==> config.mk <==
export PLATFORM = sky130hd
export DESIGN_NAME = rv_cluster_sched
export DESIGN_NICKNAME = d
export VERILOG_FILES = /design/src/rtl/rv_cluster_sched.sv
export SDC_FILE = /design/constraint.sdc
export NUM_CORES = 1
export LEC_CHECK = 0
export CORE_ASPECT_RATIO = 0.75
export CORE_MARGIN = 1.5
export CORE_UTILIZATION = 24
export DETAILED_ROUTE_END_ITERATION = 10
export PLACE_DENSITY = 0.77
export SLEW_MARGIN = 20
export SYNTH_ARGS = -nofsm -noshare
export SYNTH_HDL_FRONTEND = slang
export SYNTH_SLANG_ARGS = --single-unit
==> constraint.sdc <==
create_clock -name CLK -period 1.8 [get_ports CLK]
set_clock_uncertainty 0.15 [all_clocks]
set_input_delay 0.45 -clock CLK [delete_from_list [all_inputs] [get_ports CLK]]
set_output_delay 0.45 -clock CLK [all_outputs]
set_load 0.03 [all_outputs]
==> src/rtl/rv_cluster_sched.sv <==
// Round-robin hart scheduler: hart-select register, per-hart busy gating and page-fault routing.
// Optional macro RVC_SCHED_SKIP_IDLE_EN: rotation skips harts whose w_req is low.
module rv_cluster_sched #(
  parameter int unsigned N_HARTS = 2,
  parameter int unsigned QUANTUM = 1
) (
  input  logic                              CLK,
  input  logic                              RST_X,
  input  logic [N_HARTS-1:0]                w_req,
  input  logic                              w_switch_ok,
  input  logic                              w_mode_is_cpu,
  input  logic                              w_next_mode_is_mc,
  input  logic                              w_busy,
  input  logic [31:0]                       w_mmu_pagefault,
  output logic [((N_HARTS>1) ? $clog2(N_HARTS) : 1)-1:0] r_hart_sel,
  output logic [N_HARTS-1:0]                w_sel_onehot,
  output logic [N_HARTS-1:0]                w_core_busy,
  output logic [32*N_HARTS-1:0]             w_core_pagefault,
  output logic                              r_switch,
  output logic [7:0]                        r_slice_cnt
);

  localparam int unsigned SEL_W = (N_HARTS > 1) ? $clog2(N_HARTS) : 1;
  localparam int unsigned IDX_W = SEL_W + 1;
  localparam logic [SEL_W-1:0] SEL_LAST = SEL_W'(N_HARTS - 1);
  localparam logic [7:0]       CNT_LAST = 8'(QUANTUM - 1);

  typedef enum logic {
    ST_RUN    = 1'b0,
    ST_SWITCH = 1'b1
  } state_t;

  state_t           state;
  state_t           state_nxt;
  logic [SEL_W-1:0] sel_nxt;
  logic [SEL_W-1:0] hart_nxt;
  logic [7:0]       cnt_nxt;
  logic             switch_nxt;
  logic             ev;
  logic [N_HARTS-1:0] owner;

  assign ev = w_switch_ok & w_mode_is_cpu & ~w_next_mode_is_mc;

`ifdef RVC_SCHED_SKIP_IDLE_EN
  logic [IDX_W-1:0] skip_idx;
  logic             skip_found;

  // First requesting hart after the current one; current hart keeps the port if none.
  always_comb begin
    hart_nxt   = r_hart_sel;
    skip_found = 1'b0;
    skip_idx   = '0;
    for (int unsigned k = 1; k < N_HARTS; k++) begin
      skip_idx = IDX_W'(r_hart_sel) + IDX_W'(k);
      if (skip_idx >= IDX_W'(N_HARTS)) begin
        skip_idx = skip_idx - IDX_W'(N_HARTS);
      end
      if (!skip_found && w_req[skip_idx[SEL_W-1:0]]) begin
        hart_nxt   = skip_idx[SEL_W-1:0];
        skip_found = 1'b1;
      end
    end
  end
`else
  logic unused_req;
  assign unused_req = ^w_req;

  // Strict rotation; with a single hart this always yields the current hart.
  always_comb begin
    hart_nxt = r_hart_sel;
    if (r_hart_sel == SEL_LAST) begin
      hart_nxt = '0;
    end else begin
      hart_nxt = r_hart_sel + SEL_W'(1);
    end
  end
`endif

  // Slice accounting and RUN/SWITCH sequencing.
  always_comb begin
    state_nxt  = state;
    sel_nxt    = r_hart_sel;
    cnt_nxt    = r_slice_cnt;
    switch_nxt = 1'b0;
    case (state)
      ST_RUN: begin
        if (ev) begin
          if (r_slice_cnt == CNT_LAST) begin
            cnt_nxt = 8'd0;
            if (hart_nxt != r_hart_sel) begin
              sel_nxt    = hart_nxt;
              switch_nxt = 1'b1;
              state_nxt  = ST_SWITCH;
            end
          end else begin
            cnt_nxt = r_slice_cnt + 8'd1;
          end
        end
      end
      ST_SWITCH: begin
        state_nxt = ST_RUN;
      end
    endcase
  end

  always_ff @(posedge CLK) begin
    if (!RST_X) begin
      state       <= ST_RUN;
      r_hart_sel  <= '0;
      r_slice_cnt <= 8'd0;
      r_switch    <= 1'b0;
    end else begin
      state       <= state_nxt;
      r_hart_sel  <= sel_nxt;
      r_slice_cnt <= cnt_nxt;
      r_switch    <= switch_nxt;
    end
  end

  // Owner decode is blanked for the whole switch bubble.
  always_comb begin
    owner = '0;
    for (int unsigned g = 0; g < N_HARTS; g++) begin
      owner[g] = (state == ST_RUN) && (r_hart_sel == SEL_W'(g));
    end
  end

  assign w_sel_onehot = owner;

  always_comb begin
    w_core_busy      = '1;
    w_core_pagefault = '1;
    for (int unsigned g = 0; g < N_HARTS; g++) begin
      if (owner[g]) begin
        w_core_busy[g]             = w_busy;
        w_core_pagefault[32*g +: 32] = w_mmu_pagefault;
      end
    end
  end

endmodule

==> metrics.cfg <==
[status]
outcome=finished with violations
violations=setup timing

[critical_path]
slowest_stage=dfxtp_4
cp_max_fo=8
cp-start-kind=register
reg2reg_depth=7
required_ns=1.20
max_stage_delay_ns=0.35
path_class=register to primary output
arrival_ns=1.43
cp-end-kind=primary output
worstPathCellList=buf_12 > and2b_4 > clkbuf_16 > nand2b_2 > buf_6

[synthesis]
yosysWarnings=0
yosys.area.top_type=or3_1
synth_xor_xnor_area_share=0.008940
synth-compound-area-share=0.09579
synth_top_area_frac=0.2299
synth_fp_nets=173
synthTopCellsByArea=or3_1, nand2b_1, dfxtp_1
avgSynthCellArea_um2=7.479
yosys-mux-area-fraction=0.02043
synth-seq-cells=10
yosysSeqAreaShare=0.2043
yosysUniqueCellTypes=26
synth_top_family_by_area=simple AND/OR/NAND/NOR gates
yosys.area_share.adder=0.02554
synth_simple_gate_area_frac=0.5837
syn_inst=131
netlist_area_um2=979.7

[clock_tree]
htree_levels=1
tritoncts=done
cts_root_buf=clkbuf_8
clk_pin_slew_worst_paths_ns=0.05
clockBufferDepth=2
cts.sinks=10
cts_made_buffers=3
clock_latency_ns=0.24

[sta]
fin_ws_ns=-0.2297
slew_headroom=0.7980
maxSlewViolCount=0
setup_tns_ns=-10.37
worst_hold_slack_ns=0.3537
worst_slew_pin_slew_ns=0.3042
setup_viol=74
finalHoldViolCount=0
rsz0062_at_grt=yes
fin_crit_sh=1.128
fmax_mhz=492.7
fin_crit_ns=2.030

[power_and_ir_drop]
finalPower_mw=1.258
ir_drop_v=0.0006674
p_leak_nw=1.233
comb_power_share=0.589
cellInternalPower_mw=0.7905
power_switching_mw=0.4675
seq_power_share=0.182
switching_share=0.3716
clkPwrFrac=0.228
power.density_nw_per_um2=458.5

[finish]
area.growth.synth_to_final_pct=180.1
fin_util=0.7259
final_common_cell=buf_6
drive_above_1_share=0.5923
instances_no_fill=312
layout_common_cells=buf_6, dlygate4sd2_1, nand2b_2
fin_nets=303
antenna_cells=0

[job]
drv_cap=0

[detailed_routing]
via_per_inst=4.798
wl_mm=4.686
initialDrtViolationCount=47
drtPass1Iterations=4
routedWlPerCell_um=15.02
postRouteAntennaNets=0
vias=1497
drc_errors=0

[placed_design]
dpl.cell_count=299
port_buffers=115
dp_hpwl_mm=2.969
place.gp.congestion=0.8388

[floorplan]
die_h_um=58.33
die_w_um=76.78
die_area_um2=4478
pin_count=118
fp.coreArea_um2=3780
start_util=0.2592
row_count=19

[global_route]
grt.overflow.total=0
first_global_vias=1358
grt_max_degree=25
antenna_found_initial=0
grt.total_usage=0.1922
grt_pass1_wl_mm=6.913

[hold_path]
hold_depth=2
hold_class=register to register

-- timing repair --
item | CTS | global route
hold buffers | 0 | 0
pin swaps | 31 | 4
resized for setup | 303 | 28
gates cloned | 2 | 1
hold endpoints to repair | 0 | 0
setup buffers | 7 | 0
setup endpoints to repair | 82 | 77
-- metal layers --
layer,routed length (um),GRT usage,up-vias,part of all wire
li1,-,-,724,-
met2,2339,0.3439,57,0.50
met1,1993,0.2375,710,0.43
met4,55,0.04233,0,0.012
met3,299,0.04651,6,0.064
met5,0,0,-,0
-- cells by family (layout without fill, tap and decap cells) --
family          count (synthesis)  count (layout)
simple gates                   88              88
buf+inv                        15             144
compound gates                 13              13
flops                          10              10
fa+ha+maj                       2               2
mux                             2               2
xor+xnor                        1               1
-- cell usage after synthesis --
| master | n |
|---|---|
| or4b_4 | 1 |
| xnor2_1 | 1 |
| or3_2 | 1 |
| mux2i_1 | 2 |
| nand3_1 | 3 |
| o21ai_0 | 3 |
| o31ai_4 | 1 |
| and2b_1 | 1 |
| or4_1 | 2 |
| clkbuf_1 | 10 |
| nand4bb_4 | 1 |
| or3_1 | 36 |
| and2_1 | 1 |
| buf_4 | 1 |
| o41ai_1 | 1 |
| o311ai_0 | 1 |
| o31ai_1 | 2 |
| nor2_1 | 3 |
| inv_1 | 4 |
| a21oi_1 | 5 |
| nor3_2 | 1 |
| nand4_1 | 1 |
| nand2_1 | 2 |
| dfxtp_1 | 10 |
| nand2b_1 | 35 |
| ha_1 | 2 |
-- critical path: cells and delay by family (launching register included) --
kind | cells | cell delay (ns)
buffers and inverters | 3 | 0.47
flip-flops | 1 | 0.35
AND/OR/NAND/NOR | 2 | 0.37
-- path summary, 6_finish.rpt --
kind,end,start,slack [ns]
setup / recovery,w_core_pagefault[47],r_switch$_SDFF_PP0_,-0.23
hold / removal,r_slice_cnt[7]$_SDFFE_PN0P_,r_slice_cnt[7]$_SDFFE_PN0P_,0.35
setup reg to reg,r_hart_sel$_SDFFE_PN0P_,r_switch$_SDFF_PP0_,-0.02
hold reg to reg,r_slice_cnt[7]$_SDFFE_PN0P_,r_slice_cnt[7]$_SDFFE_PN0P_,0.35
-- power by group through the flow --
stage	Clock, mW	Combinational [mW]	Sequential (mW)
6_report	0.287	0.741	0.229
5_1_grt	0.308	0.770	0.229
4_1_cts	0.295	0.699	0.229
3_5_place_dp	0	0.627	0.235
3_3_place_gp	0	0.625	0.235
2_1_floorplan	0	0.334	0.241
-- state kept, by name (all words and copies together), names as in the netlist --
name,cells
r_hart_sel,1
r_slice_cnt,8
r_switch,1
-- cell type report --
class / count / area, um^2
clock buffer: 4 / 55.05
tap: 52 / 65.06
fill: 273 / 1036
timing repair buffer: 136 / 1460
sequential: 10 / 205.2
multi-input combinational: 106 / 943.4
inverter: 4 / 15.01
-- per-stage QoR --
stage               area [um^2]  setup slack, ns
floorplan                  1075         0.005115
global placement           2260          -0.5836
detailed placement         2260          -0.5903
CTS                        2621          -0.2128
global route               2744          -0.2680
finish                     2744          -0.2297
Note: power is estimated with default switching activity, not from simulation.
